**src/rtl/syndrome_seq_calc.sv**
```systemverilog
// Sequential Hamming-style syndrome and overall-parity calculator for the ECC decode path.
// Folds LANES codeword bits per cycle and classifies the error once all chunks are consumed.
module syndrome_seq_calc #(
    parameter int DATA_WIDTH = 32,
    parameter int LANES      = 8
) (
    input  logic                  clk,
    input  logic                  rst,
    input  logic                  in_valid,
    output logic                  in_ready,
    input  logic [DATA_WIDTH-1:0] NoisyCodeWord,
    input  logic [1:0]            Codeword_Width,
    output logic                  out_valid,
    input  logic                  out_ready,
    output logic [5:0]            column,
    output logic                  parity,
    output logic [1:0]            err_class
);

    localparam int         LG_LANES = $clog2(LANES);
    localparam logic [5:0] DW6      = 6'(DATA_WIDTH);

    typedef enum logic [1:0] {IDLE, ACCUM, DONE} state_t;

    state_t                state_reg, state_next;
    logic [DATA_WIDTH-1:0] data_reg;
    logic [5:0]            n_reg;
    logic [5:0]            cnt_reg;
    logic [5:0]            syn_reg;
    logic                  par_reg;
    logic [5:0]            column_reg;
    logic                  parity_reg;
    logic [1:0]            err_class_reg;

    logic [5:0]            n_dec;
    logic [5:0]            chunks_total;
    logic                  fold_done;
    logic [5:0]            base;
    logic [DATA_WIDTH-1:0] shifted;
    logic [LANES-1:0]      chunk;
    logic [5:0]            lane_col [LANES];
    logic [5:0]            fold_col;
    logic [1:0]            class_next;

    // Active width, clamped so a narrow instance never looks past its own bits.
    always_comb begin
        case (Codeword_Width)
            2'b00:   n_dec = 6'd8;
            2'b01:   n_dec = 6'd16;
            default: n_dec = 6'd32;
        endcase
        if (n_dec > DW6)
            n_dec = DW6;
    end

    assign chunks_total = n_reg >> LG_LANES;
    assign fold_done    = (cnt_reg >= chunks_total);
    assign base         = 6'(cnt_reg << LG_LANES);
    assign shifted      = data_reg >> base;
    assign chunk        = shifted[LANES-1:0];

    // Each lane contributes its 1-based bit position when the bit is set.
    generate
        for (genvar gi = 0; gi < LANES; gi++) begin : g_lane
            assign lane_col[gi] = chunk[gi] ? (base + 6'(gi + 1)) : 6'd0;
        end
    endgenerate

    always_comb begin
        fold_col = 6'd0;
        for (int k = 0; k < LANES; k++)
            fold_col = fold_col ^ lane_col[k];
    end

    always_comb begin
        if (!par_reg)
            class_next = (syn_reg == 6'd0) ? 2'b00 : 2'b10;
        else
            class_next = (syn_reg <= n_reg) ? 2'b01 : 2'b11;
    end

    always_comb begin
        state_next = state_reg;
        case (state_reg)
            IDLE:    if (in_valid) state_next = ACCUM;
            ACCUM:   if (fold_done) state_next = DONE;
            DONE:    if (out_ready) state_next = IDLE;
            default: state_next = IDLE;
        endcase
    end

    always_ff @(posedge clk) begin
        if (rst) begin
            state_reg     <= IDLE;
            data_reg      <= '0;
            n_reg         <= 6'd0;
            cnt_reg       <= 6'd0;
            syn_reg       <= 6'd0;
            par_reg       <= 1'b0;
            column_reg    <= 6'd0;
            parity_reg    <= 1'b0;
            err_class_reg <= 2'b00;
        end else begin
            state_reg <= state_next;
            case (state_reg)
                IDLE: begin
                    if (in_valid) begin
                        data_reg <= NoisyCodeWord;
                        n_reg    <= n_dec;
                        cnt_reg  <= 6'd0;
                        syn_reg  <= 6'd0;
                        par_reg  <= 1'b0;
                    end
                end
                ACCUM: begin
                    if (fold_done) begin
                        column_reg    <= syn_reg;
                        parity_reg    <= par_reg;
                        err_class_reg <= class_next;
                    end else begin
                        syn_reg <= syn_reg ^ fold_col;
                        par_reg <= par_reg ^ (^chunk);
                        cnt_reg <= cnt_reg + 6'd1;
                    end
                end
                default: ;
            endcase
        end
    end

    assign in_ready  = (state_reg == IDLE);
    assign out_valid = (state_reg == DONE);
    assign column    = column_reg;
    assign parity    = parity_reg;
    assign err_class = err_class_reg;

endmodule

```
**config.mk**
```make
export PLATFORM = sky130hd
export DESIGN_NAME = syndrome_seq_calc
export DESIGN_NICKNAME = d
export VERILOG_FILES = /design/src/rtl/syndrome_seq_calc.sv
export SDC_FILE = /design/constraint.sdc
export NUM_CORES = 1
export LEC_CHECK = 0
export ABC_CLOCK_PERIOD_IN_PS = 3000
export CORE_UTILIZATION = 40
export DETAILED_ROUTE_END_ITERATION = 10
export PLACE_DENSITY_LB_ADDON = 0.3
export RECOVER_POWER = 25
export SYNTH_ARGS = -nofsm -noshare
export SYNTH_HDL_FRONTEND = slang
export SYNTH_SLANG_ARGS = --single-unit
```
**constraint.sdc**
```tcl
create_clock -name clk -period 3 [get_ports clk]
set_input_delay 0.45 -clock clk [delete_from_list [all_inputs] [get_ports clk]]
set_output_delay 0.45 -clock clk [all_outputs]
set_load 0.1 [all_outputs]
```
## Yosys cells after proc, flatten, opt, wreduce, memory -nomap -nowiden

Cells that the tools add are included.

| word-level totals | value |
|---|---|
| flip-flop bits (word level) | 62 |
| input port bits | 38 |
| logic and storage cells | 72 |

| cells by class | value |
|---|---|
| $add $sub $neg | 9 |
| order comparisons | 3 |
| equal/unequal tests | 7 |
| shift operators | 1 |
| mux-type cells | 25 |
| bitwise gates (word level) | 9 |
| reduce and logical (&&, ||, !) cells | 9 |

Operators by type and width:

| kind | count |
|---|---|
| 6-bit 2-to-1 mux | 12 |
| 6-bit bitwise XOR | 8 |
| 6-bit case mux with 2 select lines | 3 |
| 32-bit by 6-bit >> shifter with 8-bit output | 1 |
| 6-bit by 3-bit adder with 6-bit output (second input constant) | 4 |
| 6-bit by 1-bit adder with 6-bit output (second input constant) | 2 |
| 6-bit by 2-bit adder with 6-bit output (second input constant) | 2 |
| 2-bit 2-to-1 mux | 6 |
| 8-bit parity | 1 |
| 6-bit by 4-bit adder with 6-bit output (second input constant) | 1 |
| 6-bit by 3-bit >= comparator with 1-bit output | 1 |
| 6-bit > comparator (second input constant) | 1 |
| 6-bit <= comparator | 1 |
| 6-bit logical NOT | 1 |
| 2-bit != test (second input constant) | 3 |
| 2-bit case mux with 3 select lines | 1 |
| 3-bit AND reduction | 2 |
| 2-bit by 1-bit equality test with 1-bit output (second input constant) | 2 |
| 2-bit logical NOT | 2 |
| 2-bit AND reduction | 2 |
| 2-bit equality test (second input constant) | 1 |
| 1-bit 2-to-1 mux | 2 |
| 2-bit by 1-bit != test with 1-bit output (second input constant) | 1 |
| 1-bit case mux with 2 select lines | 1 |
| other kinds (2) | 2 |

## Depth between registers and ports, before layout

| logic depth | value |
|---|---|
| depth in word-level cells | 12 |
| gate-level depth with buffers | 11 |
| gate-level depth less buffers | 9 |

## Worst setup path after synthesis

OpenSTA, ideal clock, no wires.

| timing path | value |
|---|---|
| path kind | register -> register |
| start | register state_reg[1] |
| end | register syn_reg[4] |
| arrival | 2.524 ns |
| data required time | 2.879 ns |
| slack | 0.355 ns |
| cell stages (with the launch flop) | 7 |
| path buffers | 1 |
| clock period less this slack | 2.645 ns |
| cells stage by stage | dfxtp_1 > nor2_1 > nand2_1 > nand2b_1 > buf_1 > nor2_1 > mux2_4 |

| on the way | value |
|---|---|
| word-level cells in the longest chain between the ends | 3 |
| elaborated cells between the ends (all ways) | 7 |
| classes of those cells | 3 x eq/ne; 1 x mux; 3 x reduce/logical |

RTL lines:

| element | line | text |
|---|---|---|
| start, declared | 25 | `state_t state_reg, state_next;` |
| start signal, assigned | 104 | `state_reg <= state_next;` |
| 2-bit logical NOT (*) | - |  |
| named net in_ready | 10 | `output logic in_ready,` |
| 2-bit != test (no line) / 2-bit nonzero test (equally long branches) | - |  |
| 3-bit AND reduction (no line) | - |  |
| end signal, assigned | 121 | `syn_reg <= syn_reg ^ fold_col;` |
| end, declared | 29 | `logic [5:0] syn_reg;` |

The timed path passes the listed nets; every way through them passes the cells marked *.
A chain may end at the register's enable or synchronous reset.

## Worst setup path in the final report

| timing path | value |
|---|---|
| start | register cnt_reg[0] |
| end | register syn_reg[4] |

| on the way | value |
|---|---|
| word-level cells in the longest chain between the ends | 12 |
| elaborated cells between the ends (all ways) | 30 |
| classes of those cells | 8 x add/sub; 1 x order compare; 1 x eq/ne; 1 x shift; 10 x mux; 8 x bitwise; 1 x reduce/logical |

RTL lines:

| element | line | text |
|---|---|---|
| start, declared | 28 | `logic [5:0] cnt_reg;` |
| start signal, assigned | 123 | `cnt_reg <= cnt_reg + 6'd1;` |
| 32-bit by 6-bit >> shifter with 8-bit output (tied with other cells) | 59 | `assign shifted = data_reg >> base;` |
| 6-bit 2-to-1 mux | 65 | `assign lane_col[gi] = chunk[gi] ? (base + 6'(gi + 1)) : 6'd0;` |
| 6-bit bitwise XOR (7 in series) | 72 | `fold_col = fold_col ^ lane_col[k];` |
| 6-bit bitwise XOR | 121 |  |
| 6-bit 2-to-1 mux | 116 | `if (fold_done) begin` |
| 6-bit case mux with 2 select lines | 105 | `case (state_reg)` |

Parallel ways exist; a longest one is shown, timed or not. The select of a mux whose other input is x is not followed.

==> impl_metrics.json <==
{
  "cts_tree": "built",
  "largest_reg_flops": 32,
  "die-area_mm2": 0.00715,
  "num_rows": 29,
  "holdCritPathClass": "flop to flop",
  "synth_seq_area_share": 0.426,
  "synthCells": 321,
  "endpoint": "syn_reg[4]",
  "powerDensity_mw_per_mm2": 559,
  "sw_frac_of_total": 0.265,
  "antennaDiodeCount": 0,
  "synth_edf_count": 0,
  "p_seq_frac": 0.439,
  "period_share": 0.866,
  "dieHeight_um": 84.6,
  "tns_ns": 0,
  "die_w_um": 84.6,
  "crit_chain": "buf_4 -> mux4_2 -> xnor2_2 -> xnor2_2 -> and3_1 -> o21a_1 -> mux2_4",
  "coreArea_mm2": 0.00646,
  "syn_area_mm2": 0.00273,
  "worst_pin_slew_ns": 1.41,
  "setup_viol": 0,
  "ys_warn_count": 0,
  "max-slew-margin-rel": 0.0620,
  "finalPower_w": 0.00192,
  "cts_buffers": 9,
  "num-fill-cells": 652,
  "cts_hold_buffers": 0,
  "grt_usage": 0.183,
  "htree_levels": 3,
  "cp_max_fo": 12,
  "drv_slew": 0,
  "grt_max_degree": 38,
  "period_minus_slack_ns": 2.60,
  "cp.arrival_ns": 2.82,
  "pwr-share-clk": 0.386,
  "cts.sinks": 58,
  "ff2ff_path_depth": 7,
  "avgSynthCellArea_um2": 8.49,
  "rsz0062_at_grt": "no",
  "synthFlopType": "dfxtp_1",
  "syn_to_final_growth_pct": 25.9,
  "fin_nets": 414,
  "ant_nets": 0,
  "cpMostUsedCell": "xnor2_2",
  "rrSetupSlack_ns": 0.40,
  "finalClockSkew_ns": 0.00719,
  "routed_wl_um": 5830,
  "grt_overflow": 0,
  "post_drt_via_cell_ratio": 5.15,
  "grt_pass1_vias": 2211,
  "syn_nets": 366,
  "yosysUniqueCellTypes": 39,
  "portBuffers": 48,
  "grt_pass1_wl_um": 10100,
  "vias": 2316,
  "cp_slowest_cell": "dfxtp_1",
  "routedWlPerCell_um": 13.0,
  "remaining_drc_errors": 6,
  "max_freq_mhz": 385,
  "r2r_start": "cnt_reg[0]",
  "firstDrtPassIters": 7,
  "cp-end-kind": "flop",
  "synth_top_cell_by_area": "dfxtp_1",
  "reg2reg_to": "syn_reg[4]",
  "initial_core_util": 0.422,
  "ys_top_cells_by_area": "dfxtp_1, nand2_1, a21oi_1, mux4_2, ha_1",
  "ys_seq_elements": 58,
  "drive_above_1_share": 0.115,
  "multi_input_area_mm2": 0.00145,
  "p_sw_w": 0.000509,
  "combPwrFrac": 0.175,
  "place_congestion": 0.792,
  "async_flop_share": 0,
  "peakVddDrop_uv": 269,
  "failed_checks": "DRC",
  "clk_pin_slew_ns": 0.07,
  "antenna_found_initial": 0,
  "cts.repair.resized": 0,
  "p_leak_nw": 1.30,
  "cap_violations": 0,
  "root_buffer": "clkbuf_8",
  "p_int_w": 0.00141,
  "path_class": "flop to flop",
  "drt_iter0_drc": 103,
  "hold_violations": 0,
  "status": "complete, but fails checks",
  "start_kind": "flop",
  "max_stage_delay_ns": 0.64,
  "ff_latch_area_mm2": 0.00116,
  "cts_buffer_depth": 2,
  "synth.top_cell.area_share": 0.426,
  "clkLatencyLatePin_ns": 0.34,
  "cp.required_ns": 3.23,
  "io_pins": 49,
  "crit_start": "cnt_reg[0]",
  "dp_hpwl_um": 4250,
  "post_cts_buffers": 0
}
==> logic make-up (layout without fill, tap and decap cells) <==
group | count (synthesis) | in the layout | synth area share
muxes | 11 | 11 | 0.0789
adders and majority gates | 7 | 7 | 0.0321
and+or+nand+nor | 134 | 134 | 0.211
AOI/OAI and AO/OA | 64 | 64 | 0.130
DFF | 58 | 58 | 0.426
xor gates and xnor gates | 21 | 21 | 0.0785
buffers and inverters | 26 | 78 | 0.0431
==> cell usage after synthesis, types with 5 or more instances <==
cell type,number
nand2b_1,5
dfxtp_1,58
a21oi_1,49
mux4_2,8
nor2_1,19
nand3_1,9
nand2_1,83
clkbuf_1,14
xnor2_1,7
ha_1,7
xor2_1,10
inv_1,7
==> cell usage in the layout (no fill, tap or decap), drive strengths merged, types with 2 or more instances in the layout <==
cell / synthesis / layout
dfxtp: 58 / 58
or3: 2 / 2
a21oi: 49 / 49
a41oi: 3 / 3
mux2i: 2 / 2
nand3b: 2 / 2
inv: 7 / 7
nand2: 83 / 83
nand3: 9 / 9
mux4: 8 / 8
clkbuf: 14 / 17
ha: 7 / 7
nand2b: 5 / 5
o21a: 2 / 2
clkdlybuf4s50: 0 / 36
nor4: 3 / 3
buf: 5 / 15
o21ai: 3 / 3
xor2: 10 / 10
xnor2: 11 / 11
or2: 2 / 2
o211ai: 2 / 2
nor2: 19 / 19
and2: 3 / 3
nor2b: 3 / 3
==> worst max-delay path: cells and delay by family (launching register included) <==
kind                   cells  cell delay, ns
AND/OR/NAND/NOR            1            0.19
XOR/XNOR                   2            0.43
AO/OA/AOI/OAI              1            0.13
buffers and inverters      1            0.24
multiplexers               2            0.84
flip-flops                 1            0.64
==> power by group through the flow <==
stage / Clock [W] / Combinational, W / Sequential [W]
finish: 0.000741 / 0.000336 / 0.000843
global route: 0.000795 / 0.000371 / 0.000848
CTS: 0.000760 / 0.000341 / 0.000843
detailed placement: 0 / 0.000340 / 0.000860
global placement: 0 / 0.000335 / 0.000858
floorplan: 0 / 0.000230 / 0.000859
==> per-layer routing <==
layer | routed length [um] | GRT usage
met5 | 0 | 0
met4 | 109 | 0.0663
met3 | 338 | 0.0747
met2 | 2730 | 0.307
met1 | 2650 | 0.210
==> per-stage QoR <==
stage	utilization	cell area, um2	setup WS, ns	instances	hold WS, ns
after CTS	0.534	3450	0.380	450	0.456
final	0.532	3430	0.402	450	0.451
after floorplan	-	2730	0.355	321	0.432
after global placement	0.502	3240	0.445	435	0.443
after detailed placement	0.502	3240	0.389	435	0.448
after global routing	0.532	3430	0.0431	450	0.478
==> worst min-delay path by stage <==
stage	from	end	cells after the start
2_1_floorplan	n_reg[4]	n_reg[4]	2
5_1_grt	data_reg[7]	data_reg[7]	2
6_report	column[4]	column[4]	2
3_5_place_dp	column[0]	column[0]	2
4_1_cts	column[0]	column[0]	2
3_3_place_gp	n_reg[4]	n_reg[4]	2
==> layout make-up <==
| cell class | count | area share |
|---|---|---|
| Multi-Input combinational cell | 237 | 0.422 |
| Sequential cell | 58 | 0.338 |
| Timing Repair Buffer | 56 | 0.145 |
| Clock buffer | 13 | 0.0492 |
| Tap cell | 77 | 0.0281 |
| Clock inverter | 2 | 0.0102 |
| Inverter | 7 | 0.00765 |
Note: power is estimated with default switching activity, not from simulation.
